$ cat src/rtl/telem_pkg.sv
// Shared constants and types for the telemetry readout path.
// Imported by the readout top and its frame byte selector.
package telem_pkg;

    localparam int NUM_TARGETS = 16;
    localparam int COORD_W     = 8;
    localparam int IDX_W       = $clog2(NUM_TARGETS);
    localparam int FRAME_LEN   = 6;
    localparam int CNT_W       = $clog2(FRAME_LEN);

    localparam logic [3:0] HDR_TAG = 4'hA;

    typedef enum logic [2:0] {
        S_IDLE,
        S_FETCH,
        S_CAPTURE,
        S_SEND,
        S_DONE
    } state_t;

    typedef struct packed {
        logic [COORD_W-1:0] x;
        logic [COORD_W-1:0] y;
        logic [COORD_W-1:0] z;
        logic [COORD_W-1:0] t;
    } coord_t;

endpackage

$ cat src/rtl/telem_frame_sel.sv
// Combinational frame byte selector: header, X, Y, Z, T, checksum.
// The checksum is the 8-bit wrapping sum of header and coordinates.
module telem_frame_sel
    import telem_pkg::*;
(
    input  coord_t             rec_i,
    input  logic [IDX_W-1:0]   idx_i,
    input  logic [CNT_W-1:0]   cnt_i,
    output logic [COORD_W-1:0] data_o,
    output logic               last_o,
    output logic [COORD_W-1:0] csum_o
);

    logic [COORD_W-1:0] hdr;

    assign hdr    = {HDR_TAG, idx_i};
    assign csum_o = hdr + rec_i.x + rec_i.y + rec_i.z + rec_i.t;

    // Pick the byte addressed by the frame position counter
    always_comb begin
        data_o = '0;
        last_o = 1'b0;
        case (cnt_i)
            3'd0: data_o = hdr;
            3'd1: data_o = rec_i.x;
            3'd2: data_o = rec_i.y;
            3'd3: data_o = rec_i.z;
            3'd4: data_o = rec_i.t;
            3'd5: begin
                data_o = csum_o;
                last_o = 1'b1;
            end
            default: begin
                data_o = '0;
                last_o = 1'b0;
            end
        endcase
    end

endmodule

$ cat src/rtl/telem_readout.sv
// Reads target records from the coordinate store and streams them
// as 6-byte frames; single-slot or full 16-slot sweep per request.
module telem_readout
    import telem_pkg::*;
(
    input  logic                   clk,
    input  logic                   rst,
    input  logic                   req_valid,
    output logic                   req_ready,
    input  logic                   req_sweep,
    input  logic [IDX_W-1:0]       req_target,
    output logic                   rd_en,
    output logic [IDX_W-1:0]       rd_addr,
    input  logic [4*COORD_W-1:0]   rd_data,
    output logic                   tx_valid,
    input  logic                   tx_ready,
    output logic [COORD_W-1:0]     tx_data,
    output logic                   tx_last,
    output logic                   busy,
    output logic                   done,
    output logic [15:0]            frames_sent
);

    state_t             state_q, state_d;
    logic [IDX_W-1:0]   idx_q, idx_d;
    logic               sweep_q, sweep_d;
    logic [CNT_W-1:0]   cnt_q, cnt_d;
    coord_t             buf_q, buf_d;
    logic [15:0]        frames_q, frames_d;

    logic [COORD_W-1:0] sel_data;
    logic               sel_last;
    logic [COORD_W-1:0] csum_unused;

    telem_frame_sel u_sel (
        .rec_i  (buf_q),
        .idx_i  (idx_q),
        .cnt_i  (cnt_q),
        .data_o (sel_data),
        .last_o (sel_last),
        .csum_o (csum_unused)
    );

    assign rd_addr     = idx_q;
    assign frames_sent = frames_q;

    // State and datapath registers, cleared by synchronous reset
    always_ff @(posedge clk) begin
        if (rst) begin
            state_q  <= S_IDLE;
            idx_q    <= '0;
            sweep_q  <= 1'b0;
            cnt_q    <= '0;
            buf_q    <= '0;
            frames_q <= '0;
        end else begin
            state_q  <= state_d;
            idx_q    <= idx_d;
            sweep_q  <= sweep_d;
            cnt_q    <= cnt_d;
            buf_q    <= buf_d;
            frames_q <= frames_d;
        end
    end

    // Next-state logic and Moore outputs of the readout sequencer
    always_comb begin
        state_d   = state_q;
        idx_d     = idx_q;
        sweep_d   = sweep_q;
        cnt_d     = cnt_q;
        buf_d     = buf_q;
        frames_d  = frames_q;
        req_ready = 1'b0;
        rd_en     = 1'b0;
        tx_valid  = 1'b0;
        tx_data   = '0;
        tx_last   = 1'b0;
        busy      = 1'b1;
        done      = 1'b0;
        unique case (state_q)
            S_IDLE: begin
                busy      = 1'b0;
                req_ready = !rst;
                if (req_valid && req_ready) begin
                    sweep_d = req_sweep;
                    idx_d   = req_sweep ? '0 : req_target;
                    state_d = S_FETCH;
                end
            end
            S_FETCH: begin
                rd_en   = 1'b1;
                state_d = S_CAPTURE;
            end
            S_CAPTURE: begin
                buf_d   = coord_t'(rd_data);
                cnt_d   = '0;
                state_d = S_SEND;
            end
            S_SEND: begin
                tx_valid = 1'b1;
                tx_data  = sel_data;
                tx_last  = sel_last;
                if (tx_ready) begin
                    if (cnt_q == CNT_W'(FRAME_LEN - 1)) begin
                        frames_d = frames_q + 16'd1;
                        if (sweep_q && idx_q != IDX_W'(NUM_TARGETS - 1)) begin
                            idx_d   = idx_q + IDX_W'(1);
                            state_d = S_FETCH;
                        end else begin
                            state_d = S_DONE;
                        end
                    end else begin
                        cnt_d = cnt_q + CNT_W'(1);
                    end
                end
            end
            S_DONE: begin
                done    = 1'b1;
                state_d = S_IDLE;
            end
            default: begin
                state_d = S_IDLE;
            end
        endcase
    end

endmodule

$ cat config.mk
export PLATFORM = sky130hd
export DESIGN_NAME = telem_readout
export DESIGN_NICKNAME = d
export VERILOG_FILES = /design/src/rtl/telem_pkg.sv /design/src/rtl/telem_frame_sel.sv /design/src/rtl/telem_readout.sv
export SDC_FILE = /design/constraint.sdc
export NUM_CORES = 1
export LEC_CHECK = 0
export BUFFER_PORTS_ARGS = -buffer_cell sky130_fd_sc_hd__buf_2
export CORE_ASPECT_RATIO = 0.9
export CORE_MARGIN = 2
export CORE_UTILIZATION = 45
export CTS_CLUSTER_SIZE = 20
export DETAILED_ROUTE_END_ITERATION = 16
export GPL_TIMING_DRIVEN = 0
export PLACE_DENSITY_LB_ADDON = 0.25
export SYNTH_ARGS = -nofsm -noshare
export SYNTH_HDL_FRONTEND = slang
export SYNTH_HIERARCHICAL = 1
export SYNTH_SLANG_ARGS = --single-unit
$ cat constraint.sdc
create_clock -name clk -period 5.8 [get_ports clk]
set_clock_uncertainty 0.1 [all_clocks]
set_input_delay 0.29 -clock clk [delete_from_list [all_inputs] [get_ports clk]]
set_output_delay 0.29 -clock clk [all_outputs]
set_load 0.03 [all_outputs]
Yosys cells after proc, flatten, opt, wreduce, memory -nomap -nowiden --
Cells that the tools add are included.
Cells by class: reduce and logical (&&, ||, !) cells 12, equality and inequality tests 15, multiplexer cells 23, add/sub/neg operators 7
Operators with widths (number):
- case mux 8 bit (6 select lines) | 1
- adder 8 bit | 4
- two-way mux 4 bit | 5
- two-way mux 3 bit | 6
- adder 16 x 1 -> 16 bit (second input constant) | 1
- == test 3 x 2 -> 1 bit (second input constant) | 4
- case mux 3 bit (4 select lines) | 1
- != test 2 bit (second input constant) | 5
- == test 3 bit (second input constant) | 3
- AND reduction 3 bit | 3
- two-way mux 8 bit | 1
- case mux 4 bit (2 select lines) | 1
- two-way mux 1 bit | 7
- == test 3 x 1 -> 1 bit (second input constant) | 2
- zero test 3 bit | 2
- case mux 3 bit (2 select lines) | 1
- AND reduction 5 bit | 1
- adder 4 x 1 -> 4 bit (second input constant) | 1
- != test 4 bit (second input constant) | 1
- nonzero test 2 bit | 2
- adder 3 x 1 -> 3 bit (second input constant) | 1
- logical AND 1 bit | 2
- AND reduction 2 bit | 1
- zero test 1 bit | 1
Storage, ports and cells: flip-flop bits (word level) 59, logic and storage cells 66, output and inout port bits 34

Depth between registers and ports, before layout --
depth after elaboration 6, mapped depth 14

Modules after synthesis --
Netlist, hierarchy kept.
Modules (own cells, without submodules):
- telem_readout | area each 2562.5 µm², instances 1, cells an instance 321
- telem_frame_sel | area each 1174.9 µm², instances 1, cells an instance 144

Least setup slack after synthesis --
No wires, ideal clock.
kind flip-flop to output port, start reg buf_q[2] (netlist name), end out tx_data[6], slack 2001 ps, data required time 5410 ps, stages on the path, launching flop included 15, data arrival time 3409 ps, cells stage by stage dfxtp_1 -> inv_1 -> fa_1 -> inv_1 -> fa_1 -> inv_1 -> fa_1 -> inv_1 -> ha_1 -> a21o_1 -> a21oi_1 -> o21bai_1 -> mux2i_1 -> o31ai_1 -> and2_1
Between the ends: cells in the longest elaborated chain, start to end 3
Ends and longest elaborated chain:
- from (decl) | line telem_readout.sv:28 | coord_t buf_q, buf_d;
- from (signal assigned) | line telem_readout.sv:61 | buf_q <= buf_d;
- adder 8 bit | line telem_frame_sel.sv:17 | assign csum_o = hdr + rec_i.x + rec_i.y + rec_i.z + rec_i.t;
- case mux 8 bit (6 select lines) | line telem_frame_sel.sv:23 | case (cnt_i)
- named net sel_data[6] | line telem_readout.sv:31 | logic [COORD_W-1:0] sel_data;
- two-way mux 8 bit | line telem_readout.sv:81 | unique case (state_q)
- to (decl) | line telem_readout.sv:17 | output logic [COORD_W-1:0] tx_data,
The timed path passes the listed nets, and every way through them passes these cells.

Final worst setup path --
Ends and elaborated chain as after synthesis.

==> results.txt <==
status - completed
synthesized cell area - 3720 um2
clk buf depth - 2
Max Transition Viols Final - 0
# DRC - 0
Most common cell on crit path - inv_1
First DRT Iteration DRCs - 213
Layout fillers - 770
Slew HR - 58.3%
Root Driver - clkbuf_8
Mapped Cells - 462
Critical Path Fanout Max - 3
Syn. warnings - 6
clk slew on worst S/H paths - 0.07 ns
post-route ant nets - 0
first-pass iteration count of the detailed router - 4
GRT Residual Overflow - 0
vias in the first global route - 3336
total track usage - 22.7%
Post-DP HPWL - 7.47 mm
CP endpoint kind - output port
Critical Path RT - 5.41 ns
pin count of the biggest net entering global routing - 11
Post-CTS Setup Bufs - 0
critical path's slowest cell - fa_1
core area - 8030 um2
P_leak - 1.86 nW
syn_nets - 535
area grow syn2layout - 19.0%
Final Critical Period - 4.49 ns
DR vias/cell - 5.40
PostCTS Resize Cnt - 0
# hold bufs at CTS - 0
clk sinks - 59
Final #Nets - 620
CTS Buf Count - 9
Avg Cell Area, Syn - 8.05 um2
fin crit share - 77.4%
H-tree depth - 3
WHS - 0.0807 ns
vias after detailed routing - 3517
total die area - 9010 um2
Antenna Diode Count - 0
Buffers on Ports - 74
I/O pin count - 75
layout cells sized above 1 - 18.8%
GP Congestion - 0.915
crit path cell chain - inv_1 -> fa_1 -> inv_1 -> fa_1 -> inv_1 -> fa_1 -> inv_1 -> ha_1 -> a21o_1 -> a21oi_1 -> o21bai_1 -> mux2i_1 -> o31ai_1 -> and2_1 -> buf_2
Die Ht - 90.3 um
post-DR wirelength/cell - 15.2 um
Tightest Pin Transition - 0.626 ns
Total Power - 1.02 mW
PD cells - 231 nW/um2
Fmax - 223 MHz
family with the most delay on the worst path - adder cells
first-pass GRT wire length - 16.3 mm
Setup CP Type - reg -> out
Final setup viols - 0
TritonCTS clock tree - done
critical path data arrival time - 4.10 ns
Hold Crit Class - in -> reg
Peak VDD IR - 154 uV
final setup TNS - 0 ns
Max-cap violations - 0
startpoint types - register
Final Hold Viols - 0
clk_lat worst skew - 0.34 ns
DIE WIDTH - 99.8 um
initial core utilization - 46.3%
Buffers & Inverters on Critical Path - 5
initial antenna violation count - 0
Total Routed Length - 9.89 mm
largest stage delay on the critical path - 0.56 ns
RSZ-0062 raised after global routing - false
# rows - 31
final timing paths:
path / from / to / slack (ns) / cells after the start
worst min register to register: buf_q[4] / buf_q[4] / 0.37 / 2
worst min-delay path: rd_data[29] / buf_q[29] / 0.08 / 3
worst max register to register: cnt_q[0] / frames_sent[13] / 3.38 / 6
worst max-delay path: buf_q[2] / tx_data[6] / 1.31 / 15
registers in the layout, indices dropped and copies added (netlist names):
register and flops:
cnt_q 3, state_q 3, rd_addr 4, sweep_q 1, buf_q 32, frames_sent 16
cell usage in the layout (no fill, tap or decap), types with 6 or more instances in the layout:
cell / count
fa_1: 17
nand3_1: 10
o31ai_1: 7
nor2_1: 20
ha_1: 15
a21oi_1: 57
or3_1: 7
buf_2: 78
and2_1: 10
o22ai_1: 6
mux2i_1: 8
clkbuf_1: 20
o21ai_0: 16
xnor2_1: 13
nand2_1: 77
dfxtp_1: 59
clkbuf_8: 12
inv_1: 45
tightest hold or removal path, stage by stage:
cell	delay, ns
buf_2	0.09
nand2_1	0.04
a21oi_1	0.05
where the power goes:
group / internal (mW) / switching (mW) / total [mW] / leakage, nW
Sequential: 0.420 / 0.0167 / 0.437 / 0.479
Combinational: 0.0771 / 0.110 / 0.187 / 1.27
Clock: 0.232 / 0.169 / 0.401 / 0.108
cell type report:
type	instances	area, um2	area share (%)
clock inverter	4	47.5	1.07
timing repair buffer	74	370	8.37
inverter	45	169	3.82
buffer	25	103	2.32
multi-input combinational	333	2270	51.2
tap	99	124	2.80
sequential	59	1180	26.7
clock buffer	12	165	3.73
routing by layer:
layer | GRT usage (%) | vias to the layer above | wire length, um
met1 | 33.2 | 1665 | 4820
met4 | 7.19 | 0 | 150
met5 | 0 | - | 0
met2 | 33.8 | 106 | 4360
met3 | 4.57 | 12 | 556
li1 | - | 1734 | -
through the flow:
| stage | utilization [%] | instances | worst slack, ns | cell area (um2) |
|---|---|---|---|---|
| after global routing | 55.1 | 651 | 1.06 | 4430 |
| final | 55.1 | 651 | 1.31 | 4430 |
| after CTS | 55.1 | 651 | 1.32 | 4430 |
| after detailed placement | 52.5 | 635 | 1.68 | 4210 |
| after global placement | 52.5 | 635 | 1.75 | 4210 |
| after floorplan | - | 462 | 2.02 | 3720 |
(Power assumes the default switching activity.)
